## src/rtl/sram_lsu_pkg.sv

```systemverilog
// Shared definitions for the SRAM load/store unit: access sizes, FSM states
// and the store-side lane steering helpers.
package sram_lsu_pkg;

  localparam logic [1:0] SIZE_BYTE    = 2'd0;
  localparam logic [1:0] SIZE_HALF    = 2'd1;
  localparam logic [1:0] SIZE_WORD    = 2'd2;
  localparam logic [1:0] SIZE_ILLEGAL = 2'd3;

  typedef enum logic [1:0] {
    IDLE    = 2'd0,
    RD_CAPT = 2'd1,
    RESP    = 2'd2
  } state_t;

  function automatic logic [3:0] lane_byte_en(input logic [1:0] size, input logic [1:0] lane);
    logic [3:0] be;
    case (size)
      SIZE_BYTE: be = 4'b0001 << lane;
      SIZE_HALF: be = lane[1] ? 4'b1100 : 4'b0011;
      default:   be = 4'b1111;
    endcase
    return be;
  endfunction

  // Store data is replicated across lanes so the byte enables alone pick the target.
  function automatic logic [31:0] lane_wdata(input logic [1:0] size, input logic [31:0] wdata);
    logic [31:0] wd;
    case (size)
      SIZE_BYTE: wd = {4{wdata[7:0]}};
      SIZE_HALF: wd = {2{wdata[15:0]}};
      default:   wd = wdata;
    endcase
    return wd;
  endfunction

endpackage

```

## src/rtl/sram_lsu_if.sv

```systemverilog
// CPU request/response handshake plus the SRAM read/write port pair.
// master = requester side (CPU and attached SRAM), slave = the load/store unit.
interface sram_lsu_if #(
  parameter int LOGDEPTH = 10
);
  logic                req_valid;
  logic                req_ready;
  logic                req_write;
  logic [31:0]         req_addr;
  logic [1:0]          req_size;
  logic                req_unsigned;
  logic [31:0]         req_wdata;
  logic                resp_valid;
  logic                resp_ready;
  logic [31:0]         resp_rdata;
  logic                resp_err;
  logic                sram_read_req;
  logic [LOGDEPTH-1:0] sram_read_addr;
  logic [31:0]         sram_read_data;
  logic                sram_write_req;
  logic [LOGDEPTH-1:0] sram_write_addr;
  logic [3:0]          sram_write_byte_en;
  logic [31:0]         sram_write_data;

  modport master (
    output req_valid, req_write, req_addr, req_size, req_unsigned, req_wdata,
    output resp_ready, sram_read_data,
    input  req_ready, resp_valid, resp_rdata, resp_err,
    input  sram_read_req, sram_read_addr, sram_write_req, sram_write_addr,
    input  sram_write_byte_en, sram_write_data
  );

  modport slave (
    input  req_valid, req_write, req_addr, req_size, req_unsigned, req_wdata,
    input  resp_ready, sram_read_data,
    output req_ready, resp_valid, resp_rdata, resp_err,
    output sram_read_req, sram_read_addr, sram_write_req, sram_write_addr,
    output sram_write_byte_en, sram_write_data
  );
endinterface

```

## src/rtl/sram_lsu_load_align.sv

```systemverilog
// Combinational load alignment: selects the addressed byte/half of a word
// and sign- or zero-extends it to 32 bits.
module sram_lsu_load_align
  import sram_lsu_pkg::*;
(
  input  logic [31:0] data,
  input  logic [1:0]  lane,
  input  logic [1:0]  size,
  input  logic        is_unsigned,
  output logic [31:0] extended
);

  logic [7:0]  byte_lanes [4];
  logic [7:0]  byte_sel;
  logic [15:0] half_sel;

  for (genvar gi = 0; gi < 4; gi++) begin : g_lane
    assign byte_lanes[gi] = data[8*gi +: 8];
  end

  assign byte_sel = byte_lanes[lane];
  assign half_sel = lane[1] ? data[31:16] : data[15:0];

  always_comb begin
    extended = data;
    case (size)
      SIZE_BYTE: extended = {{24{~is_unsigned & byte_sel[7]}}, byte_sel};
      SIZE_HALF: extended = {{16{~is_unsigned & half_sel[15]}}, half_sel};
      default:   extended = data;
    endcase
  end

endmodule

```

## src/rtl/sram_lsu.sv

```systemverilog
// Load/store initiator: one CPU request at a time into a word SRAM with
// byte enables, with range/alignment checking and a registered response.
module sram_lsu
  import sram_lsu_pkg::*;
#(
  parameter int DEPTH = 1024
) (
  input logic      clk,
  input logic      reset,
  sram_lsu_if.slave bus
);

  localparam int LOGDEPTH = $clog2(DEPTH);

  state_t        state_reg, state_next;
  logic [1:0]    lane_reg, lane_next;
  logic [1:0]    size_reg, size_next;
  logic          unsigned_reg, unsigned_next;
  logic          resp_valid_reg, resp_valid_next;
  logic          resp_err_reg, resp_err_next;
  logic [31:0]   resp_rdata_reg, resp_rdata_next;

  logic [LOGDEPTH-1:0] word_idx;
  logic [1:0]          req_lane;
  logic                req_err;
  logic                read_strobe;
  logic                write_strobe;
  logic [31:0]         load_ext;

  assign word_idx = bus.req_addr[LOGDEPTH+1:2];
  assign req_lane = bus.req_addr[1:0];

  always_comb begin
    req_err = 1'b0;
    if (bus.req_size == SIZE_ILLEGAL)                      req_err = 1'b1;
    if (bus.req_size == SIZE_HALF && req_lane[0])          req_err = 1'b1;
    if (bus.req_size == SIZE_WORD && req_lane != 2'b00)    req_err = 1'b1;
    if (|bus.req_addr[31:LOGDEPTH+2])                      req_err = 1'b1;
  end

  sram_lsu_load_align u_load_align (
    .data        (bus.sram_read_data),
    .lane        (lane_reg),
    .size        (size_reg),
    .is_unsigned (unsigned_reg),
    .extended    (load_ext)
  );

  always_comb begin
    state_next      = state_reg;
    lane_next       = lane_reg;
    size_next       = size_reg;
    unsigned_next   = unsigned_reg;
    resp_valid_next = resp_valid_reg;
    resp_err_next   = resp_err_reg;
    resp_rdata_next = resp_rdata_reg;
    read_strobe     = 1'b0;
    write_strobe    = 1'b0;
    case (state_reg)
      IDLE: begin
        if (bus.req_valid) begin
          state_next      = RESP;
          resp_valid_next = 1'b1;
          resp_err_next   = req_err;
          resp_rdata_next = 32'd0;
          if (!req_err && bus.req_write) begin
            write_strobe = ~reset;
          end else if (!req_err) begin
            // Loads carry no response yet; decode info is kept for the capture cycle.
            read_strobe     = ~reset;
            state_next      = RD_CAPT;
            resp_valid_next = 1'b0;
            lane_next       = req_lane;
            size_next       = bus.req_size;
            unsigned_next   = bus.req_unsigned;
          end
        end
      end
      RD_CAPT: begin
        state_next      = RESP;
        resp_valid_next = 1'b1;
        resp_err_next   = 1'b0;
        resp_rdata_next = load_ext;
      end
      RESP: begin
        if (bus.resp_ready) begin
          state_next      = IDLE;
          resp_valid_next = 1'b0;
        end
      end
      default: state_next = IDLE;
    endcase
  end

  always_ff @(posedge clk) begin
    if (reset) begin
      state_reg      <= IDLE;
      lane_reg       <= 2'd0;
      size_reg       <= SIZE_BYTE;
      unsigned_reg   <= 1'b0;
      resp_valid_reg <= 1'b0;
      resp_err_reg   <= 1'b0;
      resp_rdata_reg <= 32'd0;
    end else begin
      state_reg      <= state_next;
      lane_reg       <= lane_next;
      size_reg       <= size_next;
      unsigned_reg   <= unsigned_next;
      resp_valid_reg <= resp_valid_next;
      resp_err_reg   <= resp_err_next;
      resp_rdata_reg <= resp_rdata_next;
    end
  end

  assign bus.req_ready          = (state_reg == IDLE);
  assign bus.resp_valid         = resp_valid_reg;
  assign bus.resp_err           = resp_err_reg;
  assign bus.resp_rdata         = resp_rdata_reg;
  assign bus.sram_read_req      = read_strobe;
  assign bus.sram_read_addr     = word_idx;
  assign bus.sram_write_req     = write_strobe;
  assign bus.sram_write_addr    = word_idx;
  assign bus.sram_write_byte_en = lane_byte_en(bus.req_size, req_lane);
  assign bus.sram_write_data    = lane_wdata(bus.req_size, bus.req_wdata);

endmodule

```

## src/flat_wrapper.sv

```systemverilog
// flat-port wrapper written by rule: the top's interface ports become plain ports
module sram_lsu_flat import sram_lsu_pkg::*;
#(
  parameter int DEPTH = 1024
)
  (clk, reset, bus_req_valid, bus_req_write, bus_req_addr, bus_req_size, bus_req_unsigned, bus_req_wdata, bus_resp_ready, bus_sram_read_data, bus_req_ready, bus_resp_valid, bus_resp_rdata, bus_resp_err, bus_sram_read_req, bus_sram_read_addr, bus_sram_write_req, bus_sram_write_addr, bus_sram_write_byte_en, bus_sram_write_data);
  sram_lsu_if #(.LOGDEPTH(10)) bus_i ();
  input logic clk;
  input logic reset;
  input wire logic [$bits(bus_i.req_valid)-1:0] bus_req_valid;
  input wire logic [$bits(bus_i.req_write)-1:0] bus_req_write;
  input wire logic [$bits(bus_i.req_addr)-1:0] bus_req_addr;
  input wire logic [$bits(bus_i.req_size)-1:0] bus_req_size;
  input wire logic [$bits(bus_i.req_unsigned)-1:0] bus_req_unsigned;
  input wire logic [$bits(bus_i.req_wdata)-1:0] bus_req_wdata;
  input wire logic [$bits(bus_i.resp_ready)-1:0] bus_resp_ready;
  input wire logic [$bits(bus_i.sram_read_data)-1:0] bus_sram_read_data;
  output wire logic [$bits(bus_i.req_ready)-1:0] bus_req_ready;
  output wire logic [$bits(bus_i.resp_valid)-1:0] bus_resp_valid;
  output wire logic [$bits(bus_i.resp_rdata)-1:0] bus_resp_rdata;
  output wire logic [$bits(bus_i.resp_err)-1:0] bus_resp_err;
  output wire logic [$bits(bus_i.sram_read_req)-1:0] bus_sram_read_req;
  output wire logic [$bits(bus_i.sram_read_addr)-1:0] bus_sram_read_addr;
  output wire logic [$bits(bus_i.sram_write_req)-1:0] bus_sram_write_req;
  output wire logic [$bits(bus_i.sram_write_addr)-1:0] bus_sram_write_addr;
  output wire logic [$bits(bus_i.sram_write_byte_en)-1:0] bus_sram_write_byte_en;
  output wire logic [$bits(bus_i.sram_write_data)-1:0] bus_sram_write_data;
  assign bus_i.req_valid = bus_req_valid;
  assign bus_i.req_write = bus_req_write;
  assign bus_i.req_addr = bus_req_addr;
  assign bus_i.req_size = bus_req_size;
  assign bus_i.req_unsigned = bus_req_unsigned;
  assign bus_i.req_wdata = bus_req_wdata;
  assign bus_i.resp_ready = bus_resp_ready;
  assign bus_i.sram_read_data = bus_sram_read_data;
  assign bus_req_ready = bus_i.req_ready;
  assign bus_resp_valid = bus_i.resp_valid;
  assign bus_resp_rdata = bus_i.resp_rdata;
  assign bus_resp_err = bus_i.resp_err;
  assign bus_sram_read_req = bus_i.sram_read_req;
  assign bus_sram_read_addr = bus_i.sram_read_addr;
  assign bus_sram_write_req = bus_i.sram_write_req;
  assign bus_sram_write_addr = bus_i.sram_write_addr;
  assign bus_sram_write_byte_en = bus_i.sram_write_byte_en;
  assign bus_sram_write_data = bus_i.sram_write_data;
  sram_lsu #(.DEPTH(DEPTH)) u_core (.clk(clk), .reset(reset), .bus(bus_i));
endmodule
```

## config.mk

```make
export PLATFORM = sky130hd
export DESIGN_NAME = sram_lsu_flat
export DESIGN_NICKNAME = d
export VERILOG_FILES = /design/src/rtl/sram_lsu_pkg.sv /design/src/rtl/sram_lsu_if.sv /design/src/rtl/sram_lsu_load_align.sv /design/src/rtl/sram_lsu.sv /design/src/flat_wrapper.sv
export SDC_FILE = /design/constraint.sdc
export NUM_CORES = 1
export LEC_CHECK = 0
export CORE_MARGIN = 4
export CORE_UTILIZATION = 25
export DETAILED_ROUTE_END_ITERATION = 10
export HOLD_SLACK_MARGIN = 0.03
export SYNTH_ARGS = -nofsm -noshare
export SYNTH_HDL_FRONTEND = slang
export SYNTH_SLANG_ARGS = --single-unit
```

## constraint.sdc

```tcl
create_clock -name clk -period 2.78 [get_ports clk]
set_clock_uncertainty 0.2 [all_clocks]
set_input_delay 0.556 -clock clk [delete_from_list [all_inputs] [get_ports clk]]
set_output_delay 0.556 -clock clk [all_outputs]
set_load 0.02 [all_outputs]
```

==> metrics.txt, run 1 <==
Congestion Overflow GR=0; largest net degree at the start of global routing=32; Post-Synth Simple-Gate Area=15.9%; critical path endpoint=bus_sram_write_req; compound-cell area share of the yosys netlist=25.2%; Synth area leader=dfxtp_1; RSZ-0062 raised after global routing=true; Pleak=around 1.9 nW; Net Switching=0.430 mW; P_int=1.15 mW; post-layout util=45.8%; vias in the first global route=3091; most common cell in the netlist=dfxtp_1; XOR/XNOR Fraction of Synth Area=0%; hpwl dp=8.18 mm; asr flop ratio synth=0%; fraction of layout cells with a size suffix above 1=22.2%; antenna violations before repair=0; sw frac=27.2%; Synth cell types=50; row count=37; Combinational Power Share=30.0%; Starting Density=between 20% and 30%; worst-path fanout max=2; Layout area overhead=75.6%; Antenna Nets Post-Route=0; critical path class=in -> out; Final #Nets=589; pre-CTS setup slack=-0.728 ns; First-pass DRT Iterations=4; Reg-to-Reg Start=u_core.lane_reg[1]; vias per std cell=between 4 and 5; dominant synthesized flop cell=dfxtp_1; total placed cells including tap cells=597; Post-synth EDFFs=0; status=completed; R2R Path End=u_core.bus.resp_rdata[22]; final setup margin=roughly 0.0049 ns; H-tree depth=2; Die W=112 um; diode count=0; Arr. time, crit path=2.02 ns; final WL=10.0 mm; Area contributors post-synth=dfxtp_1 (30%), buf_4 (8.0%), mux2_2 (7.4%), a221o_1 (5.9%), mux2i_1 (5.5%); max reg flops=32; slew margin rel.=62.3%; clk root buf=clkbuf_8; pwr dens=330 nW/um2; final setup fails=0; fin cells=between 600 and 700; setup TNS=0 ns; Total Power=1.58 mW; crit path from=bus_req_addr[13]; Yosys Warn Count=0; routability cong.=0.816; Port-buffer cells=166; fmax=360 MHz; Slew @ Worst Pin=0.565 ns; Synth Area in Adders=1.38%; Core Region=between 10000 and 15000 um2; post-layout min period=2.78 ns; max-cap viol count=0; required time worst endpoint=2.02 ns; initial DRC count=109; fill cell count=1050; Syn Std Cell Area=between 2000 and 3000 um2; final hold violations=0; post-synthesis sequential area ratio=a little under a third; syn_area_per_cell=8.79 um2; global-route wire length before repair=15.4 mm; reg-to-reg setup timing slack=0.65 ns; Clock power frac=32.2%; CTS tree=done; FF-to-FF path depth=4; Syn Nets=417; clk sinks=a little over 40; vias=2967; Cells after Synth=310; Clk Latency, worst-skew pair=0.28 ns; clock transition at the registers of the reported paths=0.08 ns; # IOs=197; Max Buffers Root-to-Sink=2; HP Class=reg -> reg; commonest cells in the netlist=dfxtp_1 (41), buf_4 (29), o21ai_0 (27); Die ar.=12600 um2; largest family of logic cells by synthesized area=compound AO/OA/AOI/OAI gates; Max IR drop VDD=0.204 mV; DRC=0; crit share post-route=99.8%; Pins Over Slew Limit=0; Critical Path End Type=output pin; Setup crit start kind=input pin; height of the chip=112 um; Num CTS Buffers=5; mux cell area share after synthesis=roughly 14%; top-area cell type share of the netlist area=a little under a third; WL/cell=16.2 um; GRT Util Overall=14.9%; Synth Register Bits=41; Seq pwr share=37.8%
through the flow:
step                area (um2)  hold WS [ns]
global placement          4500         0.246
detailed placement        4500         0.257
finish                    4790         0.272
CTS                       4670         0.277
floorplan                 2730         0.263
global route              4790         0.296
power groups by stage:
stage	clock (mW)	sequential, mW	combinational, mW
6_report	0.508	0.597	0.474
5_1_grt	0.538	0.598	0.508
4_1_cts	0.521	0.597	0.469
3_5_place_dp	0	0.611	0.476
3_3_place_gp	0	0.611	0.476
2_1_floorplan	0	0.615	0.229
cell families (layout without fill, tap and decap cells):
| group | count (synthesis) | after routing |
|---|---|---|
| simple gates | 78 | 78 |
| buf+inv | 59 | 232 |
| mux | 34 | 34 |
| compound gates | 95 | 95 |
| fa+ha+maj | 3 | 3 |
| flops | 41 | 41 |
critical path: stages:
cell and delay, ns:
clkdlybuf4s50_1 0.44, nor4_4 0.30, and3_4 0.22, and2_4 0.14
nor4b_4 0.17, buf_4 0.18
worst min path at each step:
stage,startpoint,to,slack [ns],cells past startpoint
floorplan,u_core.unsigned_reg,u_core.unsigned_reg,0.26,2
global placement,u_core.bus.resp_rdata[8],u_core.bus.resp_rdata[8],0.25,1
detailed placement,u_core.bus.resp_rdata[0],u_core.bus.resp_rdata[0],0.26,1
CTS,u_core.bus.resp_rdata[4],u_core.bus.resp_rdata[4],0.28,1
global route,u_core.bus.resp_rdata[4],u_core.bus.resp_rdata[4],0.30,1
finish,u_core.bus.resp_rdata[4],u_core.bus.resp_rdata[4],0.27,1
layer usage:
layer	track usage (%)	part of all wire [%]
met1	17.3	41
met2	26.6	49
met3	4.80	9.0
met4	3.45	1.8
met5	0	0
final cells by class:
class | instances | area (um2) | share of cell area (%)
multi-input combinational | 210 | 1620 | 33.8
clock buffer | 6 | 82.6 | 1.73
inverter | 8 | 30.0 | 0.627
sequential | 41 | 821 | 17.1
tap | 136 | 170 | 3.55
clock inverter | 2 | 37.5 | 0.784
timing repair buffer | 216 | 2030 | 42.4
layout by cell type (no fill, tap or decap), types with 6 or more instances in the layout:
cell type and instances:
a21oi_1 16, a221o_1 16, a32o_1 8, buf_2 6, buf_4 48, clkbuf_8 6, clkdlybuf4s50_1 124, dfxtp_1 41
dlygate4sd2_1 21, dlymetal6s2s_1 8, inv_1 8, mux2_2 18, mux2i_1 15, nand2_1 23, nand2b_1 12, nor2_1 8
o21ai_0 27, o2bb2ai_1 7, or3_1 6
repair_timing:
| action | 4_1_cts | 5_1_grt |
|---|---|---|
| gates cloned | 1 | 0 |
| buffers inserted | 7 | 6 |
| hold buffers | 0 | 0 |
| endpoints found under the setup margin | 30 | 13 |
| pin swaps | 4 | 7 |
| resized for setup | 82 | 16 |
No activity file was read; power rests on OpenSTA's default activity.
==> inputs of run 2 (changes only) <==
--- a/config.mk
+++ b/config.mk
@@ -8,6 +8,7 @@
 export CORE_MARGIN = 4
 export CORE_UTILIZATION = 25
 export DETAILED_ROUTE_END_ITERATION = 10
+export GPL_ROUTABILITY_DRIVEN = 0
 export HOLD_SLACK_MARGIN = 0.03
 export SYNTH_ARGS = -nofsm -noshare
 export SYNTH_HDL_FRONTEND = slang
==> results of run 2 <==
No change in the layout: final DEF, timing and power equal those of run 1.
==> inputs of run 3 (changes only) <==
--- a/config.mk
+++ b/config.mk
@@ -9,6 +9,7 @@
 export CORE_UTILIZATION = 25
 export DETAILED_ROUTE_END_ITERATION = 10
 export GPL_ROUTABILITY_DRIVEN = 0
+export GPL_TIMING_DRIVEN = 0
 export HOLD_SLACK_MARGIN = 0.03
 export SYNTH_ARGS = -nofsm -noshare
 export SYNTH_HDL_FRONTEND = slang
==> metrics.txt, run 3 (synthesis results as in run 1) <==
Pleak=about 2.2 nW; sw frac=30.4%; fmax=roughly 360 MHz; pwr dens=299 nW/um2; Clk Latency, worst-skew pair=between 0.2 and 0.3 ns; most common cell after layout, fill and taps aside=clkdlybuf4s50_1; fin cells=649; final hold violations=0; crit path from=bus_req_size[1]; vias per std cell=4.83; clock transition at the registers of the reported paths=approximately 0.08 ns; worst-path fanout max=10; H-tree depth=2; Clock power frac=25.4%; Max IR drop VDD=about 0.2 mV; crit share post-route=98.9%; Reg-to-Reg Start=u_core.state_reg[0]; Combinational Power Share=35.5%; hpwl dp=8.93 mm; HP Class=reg -> reg; Die ar.=roughly 13000 um2; antenna violations before repair=0; CTS tree=done; CP max stage delay=0.56 ns; final setup fails=0; critical path's slowest cell=clkdlybuf4s50_1; row count=37; required time worst endpoint=2.02 ns; First-pass DRT Iterations=4; Core Region=10500 um2; Arr. time, crit path=a little under 2 ns; Congestion Overflow GR=0; Hold Buf Count CTS=0; vias=3133; DRC=0; diode count=0; pre-CTS setup slack=-1.05 ns; Critical Path End Type=output pin; status=completed; Slew @ Worst Pin=0.548 ns; Starting Density=26.1%; RSZ-0062 raised after global routing=false; Die W=112 um; height of the chip=112 um; vias in the first global route=between 3000 and 4000; critical path class=in -> out; clk root buf=clkbuf_8; largest net degree at the start of global routing=14; Layout area overhead=87.5%; initial DRC count=113; GRT Util Overall=between 15 and 20%; Num CTS Buffers=5; Critical Path, Cell by Cell=dlygate4sd2_1 > buf_6 > mux2_2 > clkdlybuf4s50_1; final setup margin=approximately 0.031 ns; total placed cells including tap cells=631; # IOs=around 200; post-layout min period=2.75 ns; CP delay by family, top=buffers and inverters; clk sinks=41; CP bufs+invs=3; WL/cell=about 17 um; Port-buffer cells=185; Seq pwr share=39.1%; Max Buffers Root-to-Sink=2; fill cell count=1017; global-route wire length before repair=between 15 and 20 mm; max-cap viol count=0; Placed Area=4750 um2; Final #Nets=619; Worst Min Path Start=u_core.bus.resp_rdata[4]; max reg flops=32; final WL=10.9 mm; most frequent cells in the layout=clkdlybuf4s50_1 (138), buf_4 (43), dfxtp_1 (41); Setup crit start kind=input pin; Net Switching=roughly 0.46 mW; Post-Layout Inst Area=5110 um2; P_int=roughly 1.1 mW; Pins Over Slew Limit=0; Antenna Nets Post-Route=0; fraction of layout cells with a size suffix above 1=roughly a fifth; hold_ws=0.269 ns; slew margin rel.=63.5%
## run 3: metal layers
metal  GRT usage [%]  routed length, um
met1            17.6               4210
met2            29.0               5480
met3            6.36               1060
met4            3.77                142
met5               0                  0
## run 3: area by class of cell
type / count / area [um2] / share of cell area, %
tap: 136 / 170 / 3.33
clock inverter: 3 / 17.5 / 0.343
sequential: 41 / 821 / 16.1
timing repair buffer: 195 / 1990 / 39.0
clock buffer: 5 / 68.8 / 1.35
buffer: 51 / 358 / 7.00
inverter: 8 / 30.0 / 0.587
multi-input combinational: 210 / 1650 / 32.4
## run 3: repair_timing
action | in CTS | in global routing
resized for setup | 73 | 35
setup endpoints to repair | 30 | 9
buffers inserted | 3 | 7
pin swaps | 5 | 9
## run 3: final timing paths
check / end / slack, ns / cells after the start
setup / recovery: bus_sram_write_data[23] / 0.03 / 4
hold / removal: u_core.bus.resp_rdata[4] / 0.27 / 1
setup reg to reg: u_core.bus.resp_rdata[26] / 0.65 / 8
hold reg to reg: u_core.bus.resp_rdata[4] / 0.27 / 1
## run 3: per-stage QoR
stage	TNS (ns)	util, %	total power, mW
6_report	0	48.9	1.53
5_1_grt	0	48.9	1.59
4_1_cts	-0.204	47.4	1.54
3_5_place_dp	-19.90	45.4	1.14
3_3_place_gp	-19.73	45.4	1.14
2_1_floorplan	0	-	0.844
## run 3: power groups by stage
stage	registers, mW	logic (mW)	clock network (mW)
floorplan	0.615	0.229	0
global placement	0.611	0.531	0
detailed placement	0.611	0.533	0
CTS	0.597	0.544	0.401
global route	0.598	0.579	0.416
finish	0.597	0.542	0.387
